File: config.mk
export PLATFORM = sky130hd
export DESIGN_NAME = eco32_core_lsu_dcm_ptx
export DESIGN_NICKNAME = d
export VERILOG_FILES = /design/src/rtl/eco32_core_lsu_dcm_ptx.sv
export SDC_FILE = /design/constraint.sdc
export NUM_CORES = 1
export LEC_CHECK = 0
export BUFFER_PORTS_ARGS = -buffer_cell sky130_fd_sc_hd__buf_2
export CORE_ASPECT_RATIO = 1.2
export CORE_MARGIN = 5
export CORE_UTILIZATION = 40
export CTS_CLUSTER_DIAMETER = 50
export CTS_CLUSTER_SIZE = 30
export DETAILED_ROUTE_END_ITERATION = 8
export PLACE_DENSITY = 0.75
export SETUP_SLACK_MARGIN = 0.3
export SLEW_MARGIN = 20
export SYNTH_ARGS = -nofsm -noshare
export SYNTH_HDL_FRONTEND = slang
export SYNTH_SLANG_ARGS = --single-unit
File: constraint.sdc
create_clock -name clk -period 3 [get_ports clk]
set_input_delay 0.15 -clock clk [delete_from_list [all_inputs] [get_ports clk]]
set_output_delay 0.15 -clock clk [all_outputs]
set_load 0.01 [all_outputs]
File: src/rtl/eco32_core_lsu_dcm_ptx.sv
// Packet transmitter: moves header and payload words from the packet FIFO to the
// network through a single output register, with credit-based flow control.
module eco32_core_lsu_dcm_ptx #(
  parameter int unsigned CREDITS   = 4,
  parameter int unsigned FORCE_RST = 0
) (
  input  logic        clk,
  input  logic        rst,
  input  logic        i_hdr_stb,
  output logic        i_hdr_ack,
  input  logic        i_data_stb,
  output logic        i_data_flush,
  input  logic [71:0] i_data,
  input  logic [3:0]  i_iid,
  output logic        o_stb,
  output logic        o_sof,
  output logic        o_eof,
  output logic [71:0] o_data,
  output logic [3:0]  o_iid,
  input  logic        o_ack,
  input  logic        o_crd,
  output logic        o_err
);

  localparam logic [1:0] ST_IDLE = 2'd0;
  localparam logic [1:0] ST_HDR  = 2'd1;
  localparam logic [1:0] ST_PLD  = 2'd2;

  localparam logic [3:0] CRED_INIT = 4'(CREDITS);
  localparam logic [3:0] LEN_MAX   = 4'd8;

  logic [1:0] state_q, state_d;
  logic [3:0] rc_q, rc_d;
  logic [3:0] credit_q, credit_d;
  logic       pld_err_q, pld_err_d;
  logic       err_d;
  logic       load_eof;

  logic       out_free;
  logic       hdr_take;
  logic       data_take;
  logic       drop_take;
  logic       load;
  logic [3:0] len_raw;
  logic [3:0] len_clamped;

  assign out_free    = !o_stb || o_ack;
  assign len_raw     = i_data[67:64];
  assign len_clamped = (len_raw > LEN_MAX) ? LEN_MAX : len_raw;

  // Handshakes are gated by reset so no FIFO word is consumed while held in reset.
  assign hdr_take  = rst && (state_q == ST_IDLE) && i_hdr_stb && (credit_q != '0) && out_free;
  assign drop_take = rst && (state_q == ST_IDLE) && !i_hdr_stb && i_data_stb;
  assign data_take = rst && (state_q == ST_PLD) && i_data_stb && out_free;

  assign i_hdr_ack    = hdr_take;
  assign i_data_flush = drop_take || data_take;
  assign load         = hdr_take || data_take;

  always_comb begin
    state_d   = state_q;
    rc_d      = rc_q;
    pld_err_d = pld_err_q;
    credit_d  = credit_q;
    err_d     = 1'b0;
    load_eof  = 1'b0;

    case (state_q)
      ST_IDLE: begin
        if (hdr_take) begin
          state_d   = ST_HDR;
          rc_d      = len_clamped;
          pld_err_d = 1'b0;
          load_eof  = (len_clamped == '0);
          err_d     = (len_raw > LEN_MAX);
        end else if (drop_take) begin
          err_d = 1'b1;
        end
      end
      ST_HDR: begin
        state_d = (rc_q != '0) ? ST_PLD : ST_IDLE;
      end
      ST_PLD: begin
        if (data_take) begin
          load_eof = (rc_q == 4'd1);
          rc_d     = rc_q - 4'd1;
          if (rc_q == 4'd1) begin
            state_d = ST_IDLE;
          end
        end
        // A stray header during payload is flagged only once per packet.
        if (i_hdr_stb && !pld_err_q) begin
          err_d     = 1'b1;
          pld_err_d = 1'b1;
        end
      end
      default: begin
        state_d = ST_IDLE;
      end
    endcase

    // Simultaneous return and consumption cancel; returns beyond 15 are dropped.
    if (o_crd && !hdr_take) begin
      if (credit_q == 4'hf) begin
        err_d = 1'b1;
      end else begin
        credit_d = credit_q + 4'd1;
      end
    end else if (hdr_take && !o_crd) begin
      credit_d = credit_q - 4'd1;
    end
  end

  always_ff @(posedge clk or negedge rst) begin
    if (!rst) begin
      state_q   <= ST_IDLE;
      rc_q      <= '0;
      credit_q  <= CRED_INIT;
      pld_err_q <= 1'b0;
      o_stb     <= 1'b0;
      o_sof     <= 1'b0;
      o_eof     <= 1'b0;
      o_err     <= 1'b0;
    end else begin
      state_q   <= state_d;
      rc_q      <= rc_d;
      credit_q  <= credit_d;
      pld_err_q <= pld_err_d;
      o_err     <= err_d;
      if (load) begin
        o_stb <= 1'b1;
        o_sof <= hdr_take;
        o_eof <= load_eof;
      end else if (o_ack) begin
        o_stb <= 1'b0;
      end
    end
  end

  if (FORCE_RST != 0) begin : g_data_rst
    always_ff @(posedge clk or negedge rst) begin
      if (!rst) begin
        o_data <= '0;
        o_iid  <= '0;
      end else if (load) begin
        o_data <= i_data;
        o_iid  <= i_iid;
      end
    end
  end else begin : g_data_norst
    always_ff @(posedge clk) begin
      if (load) begin
        o_data <= i_data;
        o_iid  <= i_iid;
      end
    end
  end

endmodule
* Yosys cells after proc, flatten, opt, wreduce, memory -nomap -nowiden *
Index checks and enable logic that the tools add are counted.

word-level totals
  memories kept = 0
  logic and storage cells = 80
  latch bits = 0
  memory bits (writable) = 0
  ROM bits = 0
  flip-flop bits (word level) = 91

cells by class
  $lt $le $gt $ge = 1
  bitwise operators = 0
  reduce and logical (&&, ||, !) cells = 31
  muxes and demuxes = 26
  divide/modulo/power cells = 0
  shift-type cells = 0
  multiply operators = 0
  add/sub/neg operators = 3
  eq/ne operators = 9

operators by type and width
  operator               number
  $mux W4                6
  $logic_and A1 B1 Y1    12
  $mux W1                11
  $reduce_and A3 Y1      3
  $mux W2                4
  $pmux W4 S2            1
  $reduce_bool A4 Y1     2
  $sub A4 B1 Y4 const B  2
  $ne A2 B2 Y1 const B   3
  $pmux W1 S2            3
  $pmux W2 S3            1
  $reduce_bool A2 Y1     3
  $logic_not A1 Y1       5
  $add A4 B1 Y4 const B  1
  $eq A4 B1 Y1 const B   1
  $eq A4 B4 Y1 const B   1
  $gt A4 B4 Y1 const B   1
  $logic_not A4 Y1       1
  $ne A2 B1 Y1 const B   2
  $logic_or A1 B1 Y1     3
  $eq A2 B1 Y1 const B   1
  $eq A2 B2 Y1 const B   1
  $logic_not A2 Y1       1
  $reduce_and A2 Y1      1

* Logic depth before layout (Yosys ltp) *
  depth in word-level cells = 9
  mapped depth = 9
  gate-level depth less buffers = 8

* Least setup slack after synthesis *
Ideal clock, no wire load.

  path type = register to register
  start point = register state_q[1]
  end point = register o_data[0], enable pin
  buffers on the path = 1
  data required time = 2.570 ns
  clock period less this slack = 3.009 ns
  arrival time = 2.579 ns
  stages on the path, launching flop included = 6
  slack = -0.009 ns
  cell sequence = dfrtp_1 -> nor2b_1 -> clkbuf_1 -> and4_1 -> nor2_4 -> inv_1

on the way
  longest elaborated chain between the ends = 6

RTL lines
  element                           RTL line  text
  start, declared                   32        logic [1:0] state_q, state_d;
  start signal, assigned            125       state_q <= state_d;
  $logic_not A2 Y1                  52        assign hdr_take = rst && (state_q == ST_IDLE) && i_hdr_stb && (credit_q != '0) && out_free;
  $logic_and A1 B1 Y1 (4 in a row)  52
  $logic_or A1 B1 Y1 *              58        assign load = hdr_take || data_take;
  via load                          43        logic load;
  end signal, assigned              153       o_data <= i_data;
  end, declared                     18        output logic [71:0] o_data,

The timed path passes the listed nets; every way through them passes the cells marked *.
A chain may end at the register's enable or synchronous reset.

* Final worst setup path *
  start point = register credit_q[1]
  end point = register o_data[54], enable pin

on the way
  longest elaborated chain between the ends = 4

RTL lines
  element                           RTL line  text
  start, declared                   34        logic [3:0] credit_q, credit_d;
  start signal, assigned            127       credit_q <= credit_d;
  $reduce_bool A4 Y1                52
  $logic_and A1 B1 Y1 (2 in a row)  52
  $logic_or A1 B1 Y1                58
  via load                          43

The timed path passes the listed nets, and every way through them passes these cells.

==> results.tsv <==
stage	metric	value	unit
job	cap_violations	0	
min_path	hold_path_class	in -> reg	
cts	clockRootBuffer	clkbuf_8	
route	vias_per_cell	4.83	
cells_and_area	antenna_cells	0	
floorplan	start_util	41.4	%
floorplan	fp.dieArea	9960	um2
cells_and_area	layout_common_cells	buf_2, edfxtp_1, dlygate4sd3_1, dfrtp_1, clkbuf_8	
route	wirelength	9.51	mm
setup_path	cp_top_family	simple AND/OR/NAND/NOR gates	
cells_and_area	multi_input_area	522	um2
logic_synthesis	ys_seq_elements	91	
placement	dpl.hpwl	5.97	mm
cts	clock_path_buffers	2	
logic_synthesis	synthTopCellsByArea	edfxtp_1, dfrtp_1, ha_1, a21oi_1, inv_1	
floorplan	core-area	7790	um2
setup_path	startpoint	credit_q[1]	
timing	maxSlewHeadroom	39.3	%
timing	tns	0	ns
cts	cts_tree	built	
placement	placed_cells	430	
setup_path	worstPathRequired	2.98	ns
setup_path	path_depth	6	
cts	ctsResizeCount	0	
placement	portBuffers	163	
setup_path	crit_buf_inv	3	
timing	finalCritPeriodShare	80.2	%
logic_synthesis	yosys.area.top_type_share	70.8	%
placement	place_congestion	0.838	
logic_synthesis	synth_top_cell_by_area	edfxtp_1	
route	drt_iter0_drc	168	
timing	slew_viol_final	0	
floorplan	die_x	92.0	um
logic_synthesis	ys_warn_count	0	
logic_synthesis	async_flop_share	16.5	%
min_path	worstHoldEndpoint	o_data[64]	
grt	grt_overflow	0	
cells_and_area	final_cell_count_no_fill	520	
setup_path	slowest_delay	0.58	ns
cts	numCtsBuffers	9	
grt	antenna_found_initial	0	
cts	cts.sinks	91	
setup_path	reg2reg_from	credit_q[1]	
setup_path	crit_path_max_fanout	76	
logic_synthesis	synth_edf_count	76	
grt	grt_start_max_net_pins	77	
timing	worst_pin_slew	0.910	ns
route	drc_errors	0	
power	p_total	3.77	mW
timing	clock_skew	0.0129	ns
outcome	status	finished clean	
power	p_per_area	734	nW/um2
timing	period_needed	2.41	ns
setup_path	cp_cell_sequence	or4_4, nand3_4, inv_6, nor2_4, clkinvlp_4, buf_4	
cts	htree_levels	3	
cts	cts_hold_buf	74	
power	ir_worst_vdd	0.457	mV
timing	finalSetupViolCount	0	
route	drtPass1Iterations	4	
power	leakage	2.21	nW
logic_synthesis	syn_inst	174	
route	drtAntennaViolNets	0	
cells_and_area	n_fill_cell	544	
setup_path	r2r_end	o_data[54]	
cts	cts_setup_buffers	0	
logic_synthesis	syn-num-nets	261	
setup_path	critical_path_class	reg -> reg	
cells_and_area	syn_to_final_growth	59.5	%
setup_path	cp.arrival	2.39	ns
setup_path	end_kind	flip-flop	
floorplan	io_pins	164	
route	post_drt_wl_per_cell	18.3	um
floorplan	die_h	108	um
cells_and_area	fin_util	66.0	%
grt	gr-usage-all-layers	18.9	%
setup_path	start_kind	flip-flop	
logic_synthesis	syn-cell-area	3220	um2
logic_synthesis	synth_ff_type	edfxtp_1	
min_path	holdPathStages	1	
timing	final-hold-violation-count	0	
setup_path	ff2ff_setup_slack	0.59	ns
cells_and_area	drive_gt1_share	44.4	%
timing	max_freq	0.415	GHz
logic_synthesis	avgSynthCellArea	18.5	um2
cells_and_area	seq_area	2660	um2
min_path	worstHoldStart	i_data[64]	
logic_synthesis	synth_seq_area_share	82.5	%
timing	rsz0062_at_grt	false	
grt	grt_pass1_vias	2654	
timing	whs	0.0303	ns
cells_and_area	nets	510	
route	vias	2512	
floorplan	core.rowCount	35	
cells_and_area	final_common_cell	buf_2	
setup_path	r2r_cells	6	
setup_path	critPathSlowestCell	or4_4	
grt	grt_pass1_wl	14.1	mm
logic_synthesis	yosysUniqueCellTypes	40	
cts	clk_latency	0.35	ns
cts	path_clk_slew	0.08	ns
==> how the worst max path moves through the flow <==
| stage | end |
|---|---|
| 2_1_floorplan | o_data[0] |
| 3_3_place_gp | o_data[10] |
| 3_5_place_dp | o_data[10] |
| 4_1_cts | o_data[24] |
| 5_1_grt | credit_q[1] |
| 6_report | o_data[54] |
==> synthesized netlist by cell type (all sizes together), types with 2 or more instances <==
library cell,n
nand3,3
inv,10
dfrtp,14
o211ai,2
ha,4
a21oi,7
a31oi,3
nor2b,2
xnor2,3
a22oi,2
nor3,2
and4,2
nor2,8
a21o,2
o22a,2
edfxtp,76
nand2b,2
nand2,7
mux2i,3
o21ai,3
==> sequential cells by signal (all words and copies together), names as in the netlist <==
register	cells
credit_q	4
o_data	72
o_eof	1
o_err	1
o_iid	4
o_sof	1
o_stb	1
pld_err_q	1
rc_q	4
state_q	2
==> logic make-up (layout without fill, tap and decap cells) <==
| family | after synthesis | in the layout | share of synthesized area, % |
|---|---|---|---|
| adder cells (fa/ha/maj) | 5 | 5 | 2.17 |
| buffers and inverters | 12 | 266 | 1.59 |
| XOR/XNOR | 3 | 3 | 0.815 |
| AND/OR/NAND/NOR | 34 | 34 | 6.21 |
| multiplexers | 3 | 3 | 0.931 |
| AO/OA/AOI/OAI | 26 | 26 | 5.82 |
| flip-flops | 91 | 91 | 82.5 |
==> through the flow <==
step,cell area [um2],setup WS [ns]
after floorplan,3240,0.182
after global placement,4180,0.688
after detailed placement,4180,0.613
after CTS,5140,0.597
after global routing,5140,0.498
final,5140,0.593
==> power by group <==
part / total, mW / switching [mW] / internal [mW]
clock network: 0.892 / 0.419 / 0.474
logic: 1.02 / 0.582 / 0.438
registers: 1.86 / 0.140 / 1.72
total: 3.77 / 1.14 / 2.63
==> layout make-up <==
class | instances | area share, %
multi-input combinational | 71 | 10.1
sequential | 91 | 51.7
clock inverter | 7 | 1.90
timing repair buffer | 240 | 30.7
inverter | 10 | 0.900
clock buffer | 9 | 2.41
tap | 92 | 2.24
==> metal layers <==
layer | GRT usage, % | vias up | routed length, um
met5 | 0 | - | 0
met1 | 21.2 | 1192 | 3620
met3 | 5.15 | 14 | 818
met2 | 34.3 | 144 | 4930
li1 | - | 1162 | -
met4 | 7.01 | 0 | 138
Power figures use the tool's default switching activity.
